==> src/rtl/mac_pkg.sv <==
// Shared types and helpers for the mac_accum dot-product accumulator.
package mac_pkg;

    typedef enum logic [1:0] {
        IDLE,
        ACCUM,
        HOLD
    } mac_state_t;

    localparam int PROD_W = 6;

    // Sign-extends a product to 32 bits; callers size-cast down to their accumulator width.
    function automatic logic [31:0] sext_prod(input logic [PROD_W-1:0] p);
        return {{(32-PROD_W){p[PROD_W-1]}}, p};
    endfunction

endpackage

==> src/rtl/mac_add_sat.sv <==
// Combinational W-bit two's-complement adder with signed-overflow detect.
// Optional saturation on overflow when MAC_ACCUM_SAT_EN is defined.
module mac_add_sat #(
    parameter int W = 9
) (
    input  logic [W-1:0] a,
    input  logic [W-1:0] b,
    output logic [W-1:0] sum,
    output logic         ovf
);

    logic [W-1:0] raw;

    assign raw = a + b;
    // Equal-sign operands producing a result of the other sign.
    assign ovf = (a[W-1] == b[W-1]) && (raw[W-1] != a[W-1]);

`ifdef MAC_ACCUM_SAT_EN
    always_comb begin
        sum = raw;
        if (ovf) begin
            sum = a[W-1] ? {1'b1, {(W-1){1'b0}}} : {1'b0, {(W-1){1'b1}}};
        end
    end
`else
    assign sum = raw;
`endif

endmodule

==> src/rtl/mac_accum.sv <==
// Accumulates N_TERMS signed products per result with valid/ready on both sides.
// Build option MAC_ACCUM_SAT_EN selects saturating instead of wrapping adds.
module mac_accum
    import mac_pkg::*;
#(
    parameter int N_TERMS = 8,
    parameter int ACC_W   = PROD_W + $clog2(N_TERMS)
) (
    input  logic              clk,
    input  logic              rst,
    input  logic [PROD_W-1:0] prod_i,
    input  logic              in_valid,
    output logic              in_ready,
    input  logic              flush,
    output logic [ACC_W-1:0]  sum_o,
    output logic              out_valid,
    input  logic              out_ready,
    output logic              ovf_o
);

    localparam int CNT_W = $clog2(N_TERMS + 1);

    mac_state_t       state_reg, state_next;
    logic [ACC_W-1:0] acc_reg, acc_next;
    logic [CNT_W-1:0] cnt_reg, cnt_next;
    logic [ACC_W-1:0] sum_reg, sum_next;
    logic             ovf_reg, ovf_next;
    logic             rdy_reg;

    logic [ACC_W-1:0] add_a;
    logic [ACC_W-1:0] add_b;
    logic [ACC_W-1:0] add_sum;
    logic             add_ovf;
    logic [CNT_W-1:0] cnt_inc;
    logic             in_fire;

    // The first product of a vector is added to zero, so IDLE and ACCUM share one datapath.
    assign add_a   = (state_reg == IDLE) ? '0 : acc_reg;
    assign add_b   = ACC_W'(sext_prod(prod_i));
    assign cnt_inc = cnt_reg + CNT_W'(1);

    mac_add_sat #(.W(ACC_W)) u_add (
        .a   (add_a),
        .b   (add_b),
        .sum (add_sum),
        .ovf (add_ovf)
    );

    // rdy_reg keeps in_ready low until the first edge after reset release.
    assign in_ready  = rdy_reg && (state_reg != HOLD);
    assign in_fire   = in_valid && in_ready;
    assign out_valid = (state_reg == HOLD);
    assign sum_o     = sum_reg;
    assign ovf_o     = ovf_reg;

    always_comb begin
        state_next = state_reg;
        acc_next   = acc_reg;
        cnt_next   = cnt_reg;
        sum_next   = sum_reg;
        ovf_next   = ovf_reg;
        case (state_reg)
            IDLE, ACCUM: begin
                if (flush) begin
                    acc_next   = '0;
                    cnt_next   = '0;
                    ovf_next   = 1'b0;
                    state_next = IDLE;
                end else if (in_fire) begin
                    acc_next = add_sum;
                    cnt_next = cnt_inc;
                    ovf_next = ((state_reg == IDLE) ? 1'b0 : ovf_reg) | add_ovf;
                    if (cnt_inc == CNT_W'(N_TERMS)) begin
                        sum_next   = add_sum;
                        state_next = HOLD;
                    end else begin
                        state_next = ACCUM;
                    end
                end
            end
            HOLD: begin
                // flush is deliberately ignored here so a finished result is never dropped.
                if (out_ready) begin
                    acc_next   = '0;
                    cnt_next   = '0;
                    state_next = IDLE;
                end
            end
            default: begin
                state_next = IDLE;
            end
        endcase
    end

    always_ff @(posedge clk or posedge rst) begin
        if (rst) begin
            state_reg <= IDLE;
            acc_reg   <= '0;
            cnt_reg   <= '0;
            sum_reg   <= '0;
            ovf_reg   <= 1'b0;
            rdy_reg   <= 1'b0;
        end else begin
            state_reg <= state_next;
            acc_reg   <= acc_next;
            cnt_reg   <= cnt_next;
            sum_reg   <= sum_next;
            ovf_reg   <= ovf_next;
            rdy_reg   <= 1'b1;
        end
    end

endmodule

==> config.mk <==
export PLATFORM = sky130hd
export DESIGN_NAME = mac_accum
export DESIGN_NICKNAME = d
export VERILOG_FILES = /design/src/rtl/mac_pkg.sv /design/src/rtl/mac_add_sat.sv /design/src/rtl/mac_accum.sv
export SDC_FILE = /design/constraint.sdc
export NUM_CORES = 1
export LEC_CHECK = 0
export CAP_MARGIN = 30
export CORE_MARGIN = 3
export CORE_UTILIZATION = 50
export DETAILED_ROUTE_END_ITERATION = 7
export PLACE_DENSITY = 0.79
export SLEW_MARGIN = 20
export SYNTH_ARGS = -nofsm -noshare
export SYNTH_HDL_FRONTEND = slang
export SYNTH_SLANG_ARGS = --single-unit
==> constraint.sdc <==
create_clock -name clk -period 3.4 [get_ports clk]
set_clock_uncertainty 0.2 [all_clocks]
set_input_delay 0.51 -clock clk [delete_from_list [all_inputs] [get_ports clk]]
set_output_delay 0.51 -clock clk [all_outputs]
set_load 0.02 [all_outputs]
* Yosys cells after proc, flatten, opt, wreduce, memory -nomap -nowiden
Index checks and enable logic that the tools add are counted.
** Word-level totals
- Logic and storage cells :: 46
- Flip-flop bits (word level) :: 26
- Input bits :: 11
** Cells by class
- Muxes and demuxes :: 17
- Bitwise operators :: 2
- Equality and inequality tests :: 8
- Reductions and logical operators :: 11
- Add/sub/neg operators :: 2
** Operators by type and width (number)
- 2-to-1 mux 9 bit :: 4
- one-hot mux 9 bit (2 select lines) :: 1
- 2-to-1 mux 4 bit :: 3
- adder 9 bit :: 1
- 2-to-1 mux 2 bit :: 4
- one-hot mux 4 bit (2 select lines) :: 1
- adder 4 x 1 -> 4 bit (second input constant) :: 1
- == test 4 bit (second input constant) :: 1
- one-hot mux 2 bit (2 select lines) :: 1
- AND reduction 2 bit :: 2
- AND reduction 4 bit :: 1
- nonzero test 2 bit :: 2
- logical AND 1 bit :: 3
- 2-to-1 mux 1 bit :: 3
- inequality test 3 bit (second input constant) :: 1
- AND reduction 3 bit :: 1
- == test 2 x 1 -> 1 bit (second input constant) :: 1
- == test 2 bit (second input constant) :: 1
- zero test 2 bit :: 1
- inequality test 2 x 1 -> 1 bit (second input constant) :: 1
- inequality test 2 bit (second input constant) :: 1
- OR reduction 2 bit :: 1
- == test 1 bit :: 1
- inequality test 1 bit :: 1
- other kinds (2) :: 2

* Depth between registers and ports, before layout
Gate-level depths: netlist (run 1).
- Depth after elaboration :: 8
- Mapped depth :: 10

* Cells and area by module
A second synthesis (run 1) with hierarchy kept.
** Unflattened totals
- Cell total of the unflattened synthesis :: 161
- Area total of the unflattened synthesis :: 1567.8 sq um
** Modules (own cells, without submodules)
- mac_accum :: times used 1, area an instance 1212.4 sq um, cells an instance 118
- mac_add_sat :: times used 1, area an instance 355.3 sq um, cells an instance 43

* Worst setup path before layout (run 1)
Ideal clock, no wire load.
- Path kind :: flip-flop to flip-flop
- Start :: reg state_reg[1]
- End :: reg sum_reg[6] (netlist: sum_o[6])
- Setup time :: 0.125 ns
- Cell stages (with the launch flop) :: 11
- Arrival time :: 2.341 ns
- Path slack :: 0.734 ns
- Cells stage by stage :: dfrtp_1 -> clkbuf_2 -> nor2_1 -> nor2b_1 -> ha_1 -> fa_1 -> a211oi_2 -> o21bai_1 -> a21oi_1 -> xnor2_1 -> mux2_4
** Between the ends
- Word-level cells in the longest chain between the ends :: 4
- Elaborated cells between the ends (all ways) :: 9
- Those cells by class :: 1 x add/sub; 2 x eq/ne; 1 x mux; 5 x reduce/logical
** RTL lines
- from (decl) :: RTL line mac_accum.sv:23 : mac_state_t state_reg, state_next;
- from (signal assigned) :: RTL line mac_accum.sv:104 : state_reg <= state_next;
- branches (longest 4 deep; another with adder 9 bit)
- to (signal assigned) :: RTL line mac_accum.sv:107 : sum_reg <= sum_next;
- to (decl) :: RTL line mac_accum.sv:26 : logic [ACC_W-1:0] sum_reg, sum_next;
Parallel ways; which one is timed is not known.
A chain may end at the register's enable or synchronous reset.

* Worst setup path after layout (run 1)
Ends and elaborated chain as after synthesis.

==> flow_metrics.env, run 1 <==
export IMPL_outcome="complete, no violations"
export IMPL_yosysSeqAreaShare_pct=41.87
export IMPL_period_share_pct=85.66
export IMPL_relSlewSlack_pct=47.36
export IMPL_seqCellArea_um2=650.6
export IMPL_synth_area_top_cells="dfrtp_1 (42%), mux2_4 (8.7%), ha_1 (8.1%), xnor2_1 (4.5%), a22o_1 (3.9%)"
export IMPL_vias_per_cell=5.815
export IMPL_place_ws_ps=545.4
export IMPL_fillers=228
export IMPL_cts_sinks=26
export IMPL_fin_setup_tns_ps=0
export IMPL_synth_largest_area_cell="dfrtp_1"
export IMPL_ios=23
export IMPL_critical_path_max_fanout=8
export IMPL_ir_drop_mv=0.1891
export IMPL_post_synth_top_count_cell="dfrtp_1"
export IMPL_r2r_cells=9
export IMPL_ctsHtreeMaxLevel=1
export IMPL_grt_pass1_vias=1211
export IMPL_ant_nets=0
export IMPL_insertion_delay_ps=330
export IMPL_grtUsageTotal_pct=19.00
export IMPL_post_route_min_period_ps=2912
export IMPL_antenna_found_initial=0
export IMPL_die_y_um=61.75
export IMPL_areaGrowthSynthToFinish_pct=18.52
export IMPL_grt_pass1_wl_um=5333
export IMPL_drtIter0Drc=22
export IMPL_route_detailed_drc=0
export IMPL_grt_max_degree=18
export IMPL_ys_flop_type="dfrtp_1"
export IMPL_reg2reg_to="sum_o[6]"
export IMPL_synth_seq_cells=26
export IMPL_fin_cells=205
export IMPL_hp_class="input port to async pin"
export IMPL_portBuffers=22
export IMPL_p_leak_uw=0.0008470
export IMPL_postCtsSetupBuffers=0
export IMPL_start_kind="flip-flop"
export IMPL_rsz0062_at_grt="no"
export IMPL_r2r_start="state_reg[1]"
export IMPL_gp_congestion=0.8878
export IMPL_multi_input_area_um2=868.3
export IMPL_drive_gt1_share_pct=10.92
export IMPL_worst_slew_pin_slew_ps=789.7
export IMPL_cts_root_buf="clkbuf_4"
export IMPL_rows=19
export IMPL_clock_path_buffers=2
export IMPL_holdBufCountCts=0
export IMPL_dp_cells=202
export IMPL_die_area_um2=3813
export IMPL_nets=198
export IMPL_avgSynthCellArea_um2=10.43
export IMPL_synth_common_cells="dfrtp_1 (26), nand2_1 (15), o21ai_0 (11)"
export IMPL_syn_nets=171
export IMPL_synth_edff_count=0
export IMPL_ff2ff_setup_slack_ps=490
export IMPL_num_antenna_cells=0
export IMPL_synthCells=149
export IMPL_ys_types=34
export IMPL_setup_viol=0
export IMPL_routed_via_count=1192
export IMPL_cts_tree="yes"
export IMPL_end_kind="flip-flop"
export IMPL_hpwl_um=2416
export IMPL_maxSlewViolCount=0
export IMPL_synthArstFlopShare_pct=100.0
export IMPL_synth_top_cell_area_share_pct=41.87
export IMPL_wl_um=3197
export IMPL_start_util_pct=54.47
export IMPL_die_x_um=61.75
export IMPL_cp_required_ps=3430
export IMPL_p_per_area_nw_per_um2=299.7
export IMPL_fmax_ghz=0.3434
export IMPL_drt_first_pass_iters=4
export IMPL_postCtsResizedCells=0
export IMPL_final_hold_violation_count=0
export IMPL_maxCapViolCount=0
export IMPL_ys_warnings_count=0
export IMPL_core_um2=2853
export IMPL_grt_overflow=0
export IMPL_fin_ws_ps=487.6
export IMPL_criticalPathCategory="flip-flop to flip-flop"
export IMPL_path_clk_slew_ps=140
export IMPL_wl_per_cell_um=15.60
export IMPL_cts_buffers=3
export IMPL_synth_area_um2=1554
export IMPL_hold_worst_slack_ps=289.7
export IMPL_cp_arrival_ps=2940
==> through the flow <==
| stage | instance area (um2) | power (uW) | utilization [%] |
|---|---|---|---|
| after CTS | 1842 | 555.6 | 64.56 |
| final | 1842 | 551.9 | 64.56 |
| after global placement | 1804 | 419.0 | 63.25 |
| after detailed placement | 1819 | 424.2 | 63.77 |
| after floorplan | 1554 | 390.4 | - |
| after global routing | 1842 | 578.4 | 64.56 |
==> critical path: stages, from the launching register on <==
cell and delay, ps:
dfrtp_1 490, nor2_1 420, nor2b_1 110, ha_1 250, fa_1 440, a211oi_2 250
o21bai_1 110, a21oi_1 180, xnor2_1 100, mux2_4 260
==> report_power, final <==
part | switching, uW | internal (uW) | total [uW] | leakage, uW
clock network | 91.8 | 41.7 | 133 | 0.0000138
logic | 48.8 | 41.9 | 90.7 | 0.000479
registers | 7.91 | 320 | 328 | 0.000354
==> how the worst max path moves through the flow <==
stage,start,endpoint,slack [ps],cells after the start
floorplan,state_reg[1],sum_o[6],730,10
global placement,prod_i[0],sum_o[6],590,8
detailed placement,state_reg[1],sum_o[6],550,9
CTS,state_reg[1],sum_o[6],520,9
global route,state_reg[1],sum_o[8],340,9
finish,state_reg[1],sum_o[6],490,9
==> layout make-up <==
| cell class | count | area share, % |
|---|---|---|
| clock buffer | 3 | 1.223 |
| inverter | 3 | 0.6114 |
| multi-input combinational | 117 | 47.15 |
| sequential | 26 | 35.33 |
| tap | 31 | 2.106 |
| timing repair buffer | 25 | 13.59 |
==> per-layer routing <==
layer | part of all wire (%) | up-vias | global-route usage (%)
met5 | 0 | - | 0
met1 | 46 | 580 | 25.10
met2 | 48 | 30 | 29.90
li1 | - | 577 | -
met4 | 1.5 | 0 | 9.697
met3 | 4.5 | 5 | 3.512
==> cells in the final DEF, fill, tap and decap left out, drive strengths merged, types with 2 or more instances in the layout <==
cell,synthesis,layout
a211oi,2,2
inv,3,3
a22o,7,7
o21ai,15,15
nand2,15,15
nand2b,2,2
buf,2,3
ha,10,10
nor3,3,3
a21oi,10,10
xnor2,8,8
or3,2,2
o21bai,2,2
clkdlybuf4s50,0,22
a21o,3,3
nor2b,9,9
clkbuf,1,3
nor2,9,9
mux2,9,9
dfrtp,26,26
==> logic make-up after synthesis <==
kind of cell / Yosys count / synth area share (%)
AO/OA/AOI/OAI: 44 / 18.60
AND/OR/NAND/NOR: 43 / 13.93
flip-flops: 26 / 41.87
adder cells (fa/ha/maj): 11 / 9.340
XOR/XNOR: 9 / 5.073
multiplexers: 9 / 8.696
buffers and inverters: 6 / 2.254
other: 1 / 0.2413
Note: power is estimated with default switching activity, not from simulation.
==> run 2: changes to the inputs <==
--- a/config.mk
+++ b/config.mk
@@ -9,5 +9,5 @@
 export CORE_MARGIN = 3
-export CORE_UTILIZATION = 50
+export CORE_UTILIZATION = 49
 export DETAILED_ROUTE_END_ITERATION = 7
-export PLACE_DENSITY = 0.79
+export PLACE_DENSITY = 0.77
 export SLEW_MARGIN = 20
==> constraint.sdc (replaced) <==
create_clock -name clk -period 3.5 [get_ports clk]
set_clock_uncertainty 0.2 [all_clocks]
set_input_delay 0.525 -clock clk [delete_from_list [all_inputs] [get_ports clk]]
set_output_delay 0.525 -clock clk [all_outputs]
set_load 0.005 [all_outputs]
==> run 2 against run 1 <==
Global-route usage shrank 1.6 points. Sequential share of layout area is 1.2 points lower. Die area is 1.8% higher. Register-to-register slack gained 70 ps. Critical path depth unchanged. First-iteration DRC count grew 50%. Final area grew 3.5%. Core utilization is 1.7 points higher. Clock power increased by 57%. Critical endpoint unchanged.
==> flow_metrics.env, run 2 (same netlist as run 1, synthesis figures left out) <==
export IMPL_maxSlewViolCount=0
export IMPL_cts_buffers=3
export IMPL_r2r_start="state_reg[1]"
export IMPL_critPathBufInv=0
export IMPL_start_util_pct=54.02
export IMPL_criticalPathCategory="flip-flop to flip-flop"
export IMPL_final_common_cell="dfrtp_1"
export IMPL_wl_met3_um=150
export IMPL_insertion_delay_ps=320
export IMPL_grtUsageTotal_pct=17.45
export IMPL_setup_viol=0
export IMPL_wl_met2_um=1500
export IMPL_wl_per_cell_um=14.61
export IMPL_drive_gt1_share_pct=11.93
export IMPL_grt_max_degree=27
export IMPL_final_cell_mix="dfrtp_1 (26), clkdlybuf4s50_1 (22), nand2_1 (15)"
export IMPL_rsz0062_at_grt="no"
export IMPL_ios=23
export IMPL_wl_um=3186
export IMPL_die_area_um2=3883
export IMPL_cp_required_ps=3530
export IMPL_vias_per_cell=5.463
export IMPL_worst_slew_pin_slew_ps=808.6
export IMPL_grt_pass1_vias=1229
export IMPL_ir_drop_mv=0.2045
export IMPL_final_hold_violation_count=0
export IMPL_cp_slowest_cell="dfrtp_1"
export IMPL_post_route_min_period_ps=2944
export IMPL_postCtsSetupBuffers=0
export IMPL_start_kind="flip-flop"
export IMPL_rows=19
export IMPL_hold_worst_slack_ps=179.1
export IMPL_grt_pass1_wl_um=5499
export IMPL_holdBufCountCts=0
export IMPL_antenna_found_initial=0
export IMPL_clock_path_buffers=2
export IMPL_wl_met1_um=1486
export IMPL_ctsHtreeMaxLevel=1
export IMPL_hp_class="input port to async pin"
export IMPL_die_x_um=62.32
export IMPL_drt_first_pass_iters=4
export IMPL_portBuffers=22
export IMPL_gp_congestion=0.8474
export IMPL_route_detailed_drc=0
export IMPL_cp_slowest_stage_delay_ps=500
export IMPL_cts_root_buf="clkbuf_4"
export IMPL_routed_via_count=1191
export IMPL_nets=199
export IMPL_grt_overflow=0
export IMPL_crit_start="state_reg[1]"
export IMPL_fmax_ghz=0.3397
export IMPL_critical_path_max_fanout=8
export IMPL_relSlewSlack_pct=46.09
export IMPL_postCtsResizedCells=0
export IMPL_hpwl_um=2399
export IMPL_maxCapViolCount=0
export IMPL_areaGrowthSynthToFinish_pct=22.62
export IMPL_crit_family="adder cells"
export IMPL_cts_tree="yes"
export IMPL_p_per_area_nw_per_um2=324.5
export IMPL_maxUsedRoutingLayer="met4"
export IMPL_ant_nets=0
export IMPL_place_ws_ps=605.5
export IMPL_end_kind="flip-flop"
export IMPL_p_leak_uw=0.0008680
export IMPL_fin_area_um2=1906
export IMPL_outcome="complete, no violations"
export IMPL_num_antenna_cells=0
export IMPL_fin_ws_ps=556.1
export IMPL_period_share_pct=84.11
export IMPL_fin_setup_tns_ps=0
export IMPL_crit_chain="nor2_1 > nor2b_1 > ha_1 > fa_1 > a211oi_2 > o21bai_1 > a21oi_1 > xnor2_1 > mux2_4"
export IMPL_die_y_um=62.32
export IMPL_cts_sinks=26
export IMPL_drtIter0Drc=33
export IMPL_path_clk_slew_ps=150
export IMPL_cp_arrival_ps=2970
export IMPL_core_um2=2877
export IMPL_dpl_cell_area_um2=1826
[run 2: cell count changes in the layout (fill, tap and decap cells not counted), sizes merged]
cell,before,now
bufinv,0,1
buf,3,4
inv,3,2
clkinv,0,1
[run 2: area by class of cell]
cell class / count / area, um2
clock buffer: 3 / 22.52
multi-input combinational: 117 / 868.3
timing repair buffer: 26 / 270.3
inverter: 3 / 11.26
fill: 226 / 970.9
sequential: 26 / 650.6
tap: 42 / 52.55
clock inverter: 1 / 30.03
[run 2: worst reg2reg max path, delay by kind of cell, from the launching register on]
kind,cells,cell delay [ps]
AO/OA/AOI/OAI,3,570
XOR/XNOR,1,110
adder cells (fa/ha/maj),2,710
flip-flops,1,500
multiplexers,1,260
AND/OR/NAND/NOR,2,510
[run 2: report_power, final]
| part | switching [uW] | leakage (uW) | total [uW] | internal, uW |
|---|---|---|---|---|
| clock network | 93.3 | 0.0000279 | 209 | 116 |
| logic | 47.6 | 0.000486 | 90.6 | 43.0 |
| registers | 7.91 | 0.000354 | 319 | 311 |
| total | 149 | 0.000868 | 618 | 469 |
[run 2: path summary, 6_finish.rpt]
path / to / slack [ps] / cells past startpoint
worst min register to register: acc_reg[1] / 300 / 2
worst max-delay path: sum_o[6] / 560 / 9
min in group clk: acc_reg[1] / 300 / 2
worst max register to register: sum_o[6] / 560 / 9
max in group asynchronous: ovf_o / 2570 / 3
worst min-delay path: cnt_reg[0] / 180 / 2
[run 2: through the flow]
| stage | total power [uW] | std cells | util, % |
|---|---|---|---|
| 2_1_floorplan | 378.3 | 149 | - |
| 3_3_place_gp | 407.3 | 213 | 63.46 |
| 3_5_place_dp | 410.8 | 213 | 63.46 |
| 4_1_cts | 620.4 | 217 | 65.29 |
| 5_1_grt | 652.3 | 218 | 66.25 |
| 6_report | 618.3 | 218 | 66.25 |
[run 2: per-layer routing]
layer | GRT usage [%] | up-vias
met5 | 0 | -
met3 | 3.604 | 7
met1 | 21.77 | 565
met4 | 7.989 | 0
met2 | 29.03 | 34
li1 | - | 585
==> run 3: changes to the inputs <==
CORE_UTILIZATION = 48   (was 49)
PLACE_DENSITY = 0.79   (was 0.77)
clock period = 2.7 ns   (was 3.5 ns; I/O delays follow)
==> run 3 against run 2 <==
Count of clock-buffer cells in the layout up 1. Wire length up 1.0%. Fmax up 15%. Non-clock buffer count up 3. Die area up 1.9%. Final area down 0.46%. Clock power down 2%. Hold slack better by 25 ps. Worst setup slack worse by 420 ps. Largest cell class unchanged.
==> flow_metrics.env, run 3 (same netlist as run 1, synthesis figures left out) <==
export IMPL_fmax_ghz=0.3894
export IMPL_clock_path_buffers=2
export IMPL_criticalPathCategory="flip-flop to flip-flop"
export IMPL_rsz0062_at_grt="no"
export IMPL_maxSlewViolCount=0
export IMPL_grt_pass1_wl_um=5658
export IMPL_dp_cells=219
export IMPL_dpl_cell_area_um2=1858
export IMPL_outcome="complete, no violations"
export IMPL_p_leak_uw=0.0008734
export IMPL_hold_worst_slack_ps=204.1
export IMPL_fin_cells=223
export IMPL_hpwl_um=2400
export IMPL_final_common_cell="dfrtp_1"
export IMPL_num_antenna_cells=0
export IMPL_drive_gt1_share_pct=13.97
export IMPL_grt_overflow=0
export IMPL_insertion_delay_ps=330
export IMPL_grt_pass1_vias=1238
export IMPL_cts_tree="yes"
export IMPL_cts_sinks=26
export IMPL_areaGrowthSynthToFinish_pct=22.06
export IMPL_drtIter0Drc=26
export IMPL_postCtsSetupBuffers=0
export IMPL_ios=23
export IMPL_period_share_pct=95.12
export IMPL_start_kind="flip-flop"
export IMPL_seqCellArea_um2=650.6
export IMPL_portBuffers=22
export IMPL_critical_path_max_fanout=7
export IMPL_fin_area_um2=1897
export IMPL_antenna_found_initial=0
export IMPL_hp_class="input port to async pin"
export IMPL_cp_arrival_ps=2610
export IMPL_grt_max_degree=27
export IMPL_gp_congestion=0.7747
export IMPL_setup_viol=0
export IMPL_start_util_pct=50.49
export IMPL_maxCapViolCount=0
export IMPL_final_hold_violation_count=0
export IMPL_routed_via_count=1200
export IMPL_die_x_um=62.90
export IMPL_ant_nets=0
export IMPL_post_route_min_period_ps=2568
export IMPL_p_per_area_nw_per_um2=385.5
export IMPL_die_area_um2=3956
export IMPL_fin_util_pct=61.63
export IMPL_final_cell_mix="dfrtp_1 (26), clkdlybuf4s50_1 (22), nand2_1 (15)"
export IMPL_cts_buffers=3
export IMPL_wl_um=3219
export IMPL_die_y_um=62.90
export IMPL_rows=20
export IMPL_wl_per_cell_um=14.43
export IMPL_nets=202
export IMPL_end_kind="flip-flop"
export IMPL_grtUsageTotal_pct=17.93
export IMPL_core_um2=3078
export IMPL_cts_root_buf="clkbuf_4"
export IMPL_cp_required_ps=2740
export IMPL_fillers=267
export IMPL_holdBufCountCts=0
export IMPL_drt_first_pass_iters=4
export IMPL_multi_input_area_um2=870.8
export IMPL_path_clk_slew_ps=150
export IMPL_ctsHtreeMaxLevel=1
export IMPL_route_detailed_drc=0
export IMPL_p_total_uw=731.3
export IMPL_ir_drop_mv=0.1691
export IMPL_vias_per_cell=5.381
==> run 3: timing repair <==
action	4_1_cts	5_1_grt
endpoints found under the hold margin	0	0
setup endpoints to repair	0	3
resized for setup	0	1
==> run 3: worst paths after layout <==
path                               from    endpoint  slack [ps]  depth (start not counted)
setup / recovery           state_reg[0]    sum_o[6]         130                          9
hold / removal                      rst  cnt_reg[1]         200                          3
setup reg to reg           state_reg[0]    sum_o[6]         130                          9
hold reg to reg              acc_reg[1]  acc_reg[1]         300                          2
max in group asynchronous           rst    sum_o[2]        1840                          3
min in group clk             acc_reg[1]  acc_reg[1]         300                          2
==> run 3: final cells by class <==
cell class              instances  share of cell area [%]
repair buffers                 29                   14.38
multi-input cells             117                   45.91
well taps                      44                   2.902
flip-flops and latches         26                   34.30
inverters                       3                  0.5937
clock buffers                   4                   1.913
==> run 3: critical path, stage by stage (launching register included) <==
cell and delay [ps]:
dfrtp_1 460, nor2_2 160, buf_4 170, nor2b_1 80, fa_1 470, a211oi_2 260, o21bai_1 120, a21oi_1 180
xnor2_1 110, mux2_4 260
==> run 3: metal layers <==
layer | global-route usage (%) | vias up | share of wire, %
li1 | - | 584 | -
met1 | 22.92 | 584 | 43
met2 | 30.43 | 26 | 51
met3 | 3.058 | 6 | 4.3
met4 | 6.061 | 0 | 1.6
met5 | 0 | - | 0
==> run 3: power by group <==
part           switching [uW]  internal (uW)  leakage, uW  total [uW]
Combinational            60.0           54.1     0.000498         114
Sequential               10.8            403     0.000354         414
Clock                     121           82.7    0.0000210         204
Total                     192            540     0.000873         731
==> run 3: metrics by stage <==
step	worst slack [ps]	TNS, ps
5_1_grt	13.23	0
2_1_floorplan	33.64	0
6_report	131.9	0
3_5_place_dp	-0.7965	-0.7965
4_1_cts	105.3	0
3_3_place_gp	36.50	0
